### src/rtl/flash_port_arbiter.sv
// flash_port_arbiter: round-robin arbiter and sequencer for the shared 256-bit credential flash port
// between the Pass-Keeper core (requester 0) and the host/config link (requester 1).
module flash_port_arbiter #(
    parameter int RD_LAT = 2,
    parameter int WR_LAT = 4
) (
    input  logic         clk,
    input  logic         rst,
    input  logic [3:0]   max_address,
    input  logic         c_req,
    input  logic         c_we,
    input  logic [3:0]   c_addr,
    input  logic [255:0] c_wdata,
    input  logic         h_req,
    input  logic         h_we,
    input  logic [3:0]   h_addr,
    input  logic [255:0] h_wdata,
    output logic         c_gnt,
    output logic         h_gnt,
    output logic         c_done,
    output logic         h_done,
    output logic         err,
    output logic [255:0] rdata,
    output logic         busy,
    output logic [3:0]   fl_addr,
    output logic [255:0] fl_wdata,
    output logic         fl_re,
    output logic         fl_we,
    input  logic [255:0] fl_rdata
);
    typedef enum logic [1:0] {IDLE, RD, WR, DONE} state_t;

    state_t       state;
    logic [3:0]   cnt;
    logic         last;
    logic         owner;
    logic         pick_h;
    logic         sel_we;
    logic [3:0]   sel_addr;
    logic [255:0] sel_wdata;

    // last = 1 means the host was served last, so the core wins a tie
    always_comb begin
        pick_h    = h_req & (~c_req | ~last);
        sel_we    = pick_h ? h_we : c_we;
        sel_addr  = pick_h ? h_addr : c_addr;
        sel_wdata = pick_h ? h_wdata : c_wdata;
    end

    assign busy = (state != IDLE);

    always_ff @(posedge clk or negedge rst) begin
        if (!rst) begin
            state    <= IDLE;
            cnt      <= '0;
            last     <= 1'b1;
            owner    <= 1'b0;
            c_gnt    <= 1'b0;
            h_gnt    <= 1'b0;
            c_done   <= 1'b0;
            h_done   <= 1'b0;
            err      <= 1'b0;
            rdata    <= '0;
            fl_addr  <= '0;
            fl_wdata <= '0;
            fl_re    <= 1'b0;
            fl_we    <= 1'b0;
        end else begin
            case (state)
                IDLE: begin
                    if (c_req | h_req) begin
                        owner    <= pick_h;
                        last     <= pick_h;
                        c_gnt    <= ~pick_h;
                        h_gnt    <= pick_h;
                        fl_addr  <= sel_addr;
                        fl_wdata <= sel_wdata;
                        if (sel_addr > max_address) begin
                            state  <= DONE;
                            err    <= 1'b1;
                            c_done <= ~pick_h;
                            h_done <= pick_h;
                        end else if (sel_we) begin
                            state <= WR;
                            fl_we <= 1'b1;
                            cnt   <= 4'(WR_LAT - 1);
                        end else begin
                            state <= RD;
                            fl_re <= 1'b1;
                            cnt   <= 4'(RD_LAT);
                        end
                    end
                end
                RD: begin
                    fl_re <= 1'b0;
                    if (cnt == 4'd0) begin
                        rdata  <= fl_rdata;
                        state  <= DONE;
                        c_done <= ~owner;
                        h_done <= owner;
                    end else begin
                        cnt <= cnt - 4'd1;
                    end
                end
                WR: begin
                    if (cnt == 4'd0) begin
                        fl_we  <= 1'b0;
                        state  <= DONE;
                        c_done <= ~owner;
                        h_done <= owner;
                    end else begin
                        cnt <= cnt - 4'd1;
                    end
                end
                default: begin
                    c_done <= 1'b0;
                    h_done <= 1'b0;
                    err    <= 1'b0;
                    c_gnt  <= 1'b0;
                    h_gnt  <= 1'b0;
                    state  <= IDLE;
                end
            endcase
        end
    end
endmodule

### config.mk
export PLATFORM = sky130hd
export DESIGN_NAME = flash_port_arbiter
export DESIGN_NICKNAME = d
export VERILOG_FILES = /design/src/rtl/flash_port_arbiter.sv
export SDC_FILE = /design/constraint.sdc
export NUM_CORES = 1
export LEC_CHECK = 0
export CELL_PAD_IN_SITES_DETAIL_PLACEMENT = 1
export CELL_PAD_IN_SITES_GLOBAL_PLACEMENT = 1
export CORE_AREA = 2 2 508 510
export DETAILED_ROUTE_END_ITERATION = 6
export DIE_AREA = 0 0 510 512
export PLACE_DENSITY = 0.4
export SLEW_MARGIN = 20
export SYNTH_ARGS = -nofsm -noshare
export SYNTH_HDL_FRONTEND = slang
export SYNTH_SLANG_ARGS = --single-unit
### constraint.sdc
create_clock -name clk -period 3.3 [get_ports clk]
set_input_delay 0.495 -clock clk [delete_from_list [all_inputs] [get_ports clk]]
set_output_delay 0.495 -clock clk [all_outputs]
set_load 0.1 [all_outputs]
==> results of run 1 <==
## path summary, 6_finish.rpt
| check | end | slack (ns) | from |
|---|---|---|---|
| worst max-delay path | rdata[194] | 0.52 | rdata[194]$_DFFE_PN0P_ |
| worst min-delay path | fl_wdata[241]$_DFFE_PN0P_ | 0.34 | c_wdata[241] |
| worst max register to register | rdata[218]$_DFFE_PN0P_ | 0.86 | cnt[1]$_DFFE_PN0P_ |
| worst min register to register | rdata[161]$_DFFE_PN0P_ | 0.51 | rdata[161]$_DFFE_PN0P_ |
| max in group asynchronous | fl_wdata[30]$_DFFE_PN0P_ | 1.89 | rst |
| min in group asynchronous | rdata[37]$_DFFE_PN0P_ | 0.38 | rst |
## stage by stage
| stage | hold slack (ns) | util (%) | cell area, sq um | setup slack [ns] |
|---|---|---|---|---|
| 2_1_floorplan | 0.199 | - | 23100 | 0.413 |
| 3_3_place_gp | 0.490 | 15.5 | 39600 | 0.155 |
| 3_5_place_dp | 0.494 | 15.5 | 39600 | 0.201 |
| 4_1_cts | 0.220 | 16.5 | 42200 | 0.370 |
| 5_1_grt | 0.281 | 16.5 | 42300 | 0.403 |
| 6_report | 0.340 | 16.5 | 42300 | 0.521 |
## registers in the layout, indices dropped and copies added (netlist names)
name	count
c_done	1
c_gnt	1
cnt	4
err	1
fl_addr	4
fl_re	1
fl_wdata	256
fl_we	1
h_done	1
h_gnt	1
last	1
owner	1
rdata	256
state	2
## cells by family after synthesis
family                     after synthesis  share of synthesized area, %
DFF                                    531                          57.4
buffers and inverters                  159                          3.86
muxes                                  261                          16.6
AOI/OAI and AO/OA                      296                          8.30
and+or+nand+nor                        812                          13.4
adders and majority gates                9                         0.487
## timing repair
item | CTS | global route
endpoints found under the hold margin | 40 | 0
setup endpoints to repair | 0 | 0
hold buffers | 1 | 0
## layer usage
layer	share of wire, %	vias up
met4	1.7	130
li1	-	9710
met3	12	322
met1	36	10700
met2	50	1056
met5	0.46	-
## layout by cell type (no fill, tap or decap), types with 27 or more instances in the layout
cell type	instances
clkbuf_1	27
a31oi_1	261
nor2_1	268
nand2_1	529
mux2_4	240
dfrtp_1	530
clkdlybuf4s50_1	949
buf_4	395
clkbuf_16	81
diode_2	31
## final cells by class
type / instances / area [sq um]
Multi-Input combinational cell: 1378 / 8980
Inverter: 13 / 48.8
Fill cell: 29300 / 213000
Antenna cell: 31 / 77.6
Sequential cell: 531 / 13300
Tap cell: 3384 / 4230
Clock buffer: 123 / 2330
Clock inverter: 26 / 353
Timing Repair Buffer: 1372 / 13000
==> impl_metrics.yaml, run 1 <==
synthesis:
  synthTopCellsByArea: "dfrtp_1 (57%), mux2_4 (16%), nand2_1 (8.6%), a31oi_1 (7.1%), nor2_1 (4.3%)"
  yosys-top-cells-count: "dfrtp_1 (530), nand2_1 (529), nor2_1 (268)"
  ys_ff_latch: 531
  synth_top_area_cell: "dfrtp_1"
  synth_cell_types: 45
  syn_avg_cell_area_sq_um: 11.2
  yosysMostFrequentCell: "dfrtp_1"
  ys.flop_type: "dfrtp_1"
  yosys.area.top_type_share_pct: 57.3
  syn-cell-area_sq_um: 23100
  async_reset_ff_share_pct: 100
  ys_seq_area_share_pct: 57.4
  synth_cells: 2068
  yosysWarnings: 0
  synth_edf_count: 0
  synth_nets: 2863
timing:
  tightest_slew_ns: 1.05
  period_share_pct: 84.2
  final-hold-violation-count: 0
  fin_crit_ns: 2.78
  slew-limit-headroom_pct: 30.0
  fin_skew_ns: 0.0681
  max_freq_mhz: 360
  tns_ns: 0
  setup_viol: 0
  drv_slew: 0
  grt_setup_unrepaired: "no"
outcome:
  status: "finished clean"
worst_setup_path:
  cp_max_fo: 2
  reg2reg_depth: 7
  cp.arrival_ns: 2.28
  critPathBufInv: 1
  cp-end-kind: "primary output"
  critPathMaxStageDelay_ns: 1.17
  cp_cell_sequence: "clkdlybuf4s50_1"
  path_class: "reg2out"
  worst-path-stages: 1
  required_ns: 2.80
  cp_slowest_cell: "clkdlybuf4s50_1"
  cp-start-kind: "register"
  crit_family: "buffers and inverters"
clock_network:
  path_clk_slew_ns: 0.06
  clockRootBuffer: "clkbuf_16"
  htree_levels: 3
  cts.sinks: 531
  insertion_delay_ns: 0.71
  numCtsBuffers: 81
  post-cts-setup-buffers: 0
  cts_resized: 0
  cts_tree: "done"
  ctsLongestPathBuffers: 3
place:
  place_congestion: 0.839
  port_buffers: 1309
  dp.cells: 6677
  dpl.hpwl_um: 150000
die:
  num_io_pins: 1310
  start_util_pct: 9.05
  die_area_sq_um: 261000
  coreArea_sq_um: 256000
  rows: 186
  die_h_um: 512
  die_w_um: 510
min_path:
  holdPathStages: 3
  hp-class: "in2reg"
grt:
  grt_overflow: 0
  grt_max_degree: 122
  met1_usage_pct: 13.4
  antenna_found_initial: 144
  top_usage_layer: "met2"
  met2_usage_pct: 23.8
  grtUsageTotal_pct: 13.3
  grt_pass1_vias: 23500
  grt_pass1_wl_um: 233000
  grt_use_met3_pct: 7.55
drt:
  num_vias: 21900
  drt_pass1_iterations: 4
  avgViaCountPerCell: 3.20
  drc_errors: 0
  ant_nets: 0
  drt-initial-drc-count: 973
  wl_per_cell_um: 26.3
  routed_wl_um: 180000
finish:
  final_cells: 6858
  final_nets: 4172
  area_growth_pct: 82.9
  drive_gt1_share_pct: 23.6
job:
  drv_cap: 0
Power of run 1 is left out: the tool's default activity adds up to more than one toggle a clock period on the data nets, which glitch-free logic cannot reach.
==> run 2: changes to the inputs <==
clock period = 2.9 ns   (was 3.3 ns; I/O delays follow)
==> impl_metrics.yaml, run 2 (synthesis gave the netlist of run 1 again) <==
drt:
  drt_pass1_iterations: 4
  wl_per_cell_um: 26.1
  routed_wl_um: 180000
  drc_errors: 0
  ant_nets: 0
  avgViaCountPerCell: 3.19
  num_vias: 22000
  drt-initial-drc-count: 923
finish:
  final_cells: 6874
  reg_top3: "fl_wdata: 256 flops, rdata: 256 flops"
  regArea_sq_um: 13300
  multi_input_area_sq_um: 8980
  fillerInstances: 29600
  mostFrequentLayoutCells: "clkdlybuf4s50_1 (784), buf_4 (586), dfrtp_1 (530), nand2_1 (529), nor2_1 (268)"
  drive_gt1_share_pct: 28.7
  final_nets: 4193
  fin_util_pct: 16.4
  area_growth_pct: 81.5
  layout_commonest_cell: "clkdlybuf4s50_1"
worst_setup_path:
  cp-end-kind: "primary output"
  critPathMaxStageDelay_ns: 0.40
  reg2reg_to: "rdata[4]$_DFFE_PN0P_"
  cp-start-kind: "register"
  critPathBufInv: 4
  required_ns: 2.47
  cp_max_fo: 5
  cp_slowest_cell: "dfrtp_1"
  cp_cell_sequence: "inv_1 -> ha_1 -> inv_1 -> buf_4 -> buf_4"
  r2r_slack_ns: 0.47
  reg2reg_depth: 7
  r2r-start: "cnt[0]$_DFFE_PN0P_"
  crit_family: "buffers and inverters"
  cp.arrival_ns: 2.04
  path_class: "reg2out"
clock_network:
  clockRootBuffer: "clkbuf_16"
  htree_levels: 3
  numCtsBuffers: 78
  insertion_delay_ns: 0.71
  ctsLongestPathBuffers: 3
  cts_resized: 0
  cts_tree: "done"
  path_clk_slew_ns: 0.06
  cts.sinks: 531
die:
  coreArea_sq_um: 256000
  rows: 186
  die_area_sq_um: 261000
  num_io_pins: 1310
  start_util_pct: 9.05
  die_w_um: 510
  die_h_um: 512
timing:
  period_share_pct: 85.3
  slew-limit-headroom_pct: 51.8
  grt_setup_unrepaired: "no"
  final-hold-violation-count: 0
  fin_crit_ns: 2.47
  max_freq_mhz: 404
  tightest_slew_ns: 0.723
  fin_skew_ns: 0.0307
  drv_slew: 0
  setup_viol: 0
place:
  port_buffers: 1309
  dp.cells: 6701
  dpl.hpwl_um: 151000
  place_congestion: 0.835
grt:
  grtUsageTotal_pct: 13.3
  grt_max_degree: 106
  antenna_found_initial: 150
  grt_pass1_vias: 23600
  grt_pass1_wl_um: 232000
  grt_overflow: 0
min_path:
  hp-class: "in2async"
job:
  drv_cap: 0
outcome:
  status: "finished clean"
==> run 2: worst max-delay path by stage <==
stage	slack, ns	cells after the start	from	endpoint
2_1_floorplan	0.07	12	c_req	c_done$_DFFE_PN0P_
3_3_place_gp	-0.14	12	c_req	fl_we$_DFFE_PN0P_
3_5_place_dp	-0.16	12	c_req	state[0]$_DFFE_PN0P_
4_1_cts	0.29	5	state[0]$_DFFE_PN0P_	busy
5_1_grt	0.27	5	state[0]$_DFFE_PN0P_	busy
6_report	0.43	5	state[0]$_DFFE_PN0P_	busy
==> run 2: layout make-up <==
cell class | count | area share (%)
inverter | 13 | 0.116
sequential | 531 | 31.6
antenna | 38 | 0.226
clock buffer | 117 | 5.48
clock inverter | 17 | 0.718
tap | 3384 | 10.1
multi-input combinational | 1378 | 21.4
timing repair buffer | 1396 | 30.4
==> run 2: worst register-to-register path, stage by stage, from the launching register on <==
cell and delay, ns:
dfrtp_1 0.41, inv_1 0.10, ha_1 0.25, and3_4 0.24
and2_4 0.27, buf_12 0.28, buf_12 0.41, mux2_4 0.35
==> run 2: what timing repair did <==
item | 4_1_cts | 5_1_grt
hold endpoints to repair | 83 | 0
setup endpoints to repair | 0 | 0
hold buffers | 1 | 0
buffers inserted | 0 | 0
==> run 2: per-stage QoR <==
stage / cell area (sq um) / hold WS (ns) / worst slack, ns / setup TNS (ns)
after CTS: 41900 / 0.131 / 0.290 / 0
after detailed placement: 39300 / 0.363 / -0.155 / -4.98
after floorplan: 23100 / 0.139 / 0.0731 / 0
after global placement: 39300 / 0.366 / -0.141 / -2.74
final: 42000 / 0.193 / 0.427 / 0
after global routing: 41900 / 0.185 / 0.275 / 0
==> run 2: per-layer routing <==
| layer | share of wire, % | vias up | wire length (um) | global-route usage, % |
|---|---|---|---|---|
| met5 | 0.48 | - | 862 | 0 |
| met4 | 2.6 | 136 | 4680 | 3.30 |
| met3 | 12 | 338 | 21600 | 7.41 |
| met2 | 49 | 1064 | 88600 | 23.5 |
| met1 | 36 | 10700 | 63800 | 13.3 |
| li1 | - | 9740 | - | - |
Power of run 2 is left out for the same reason.
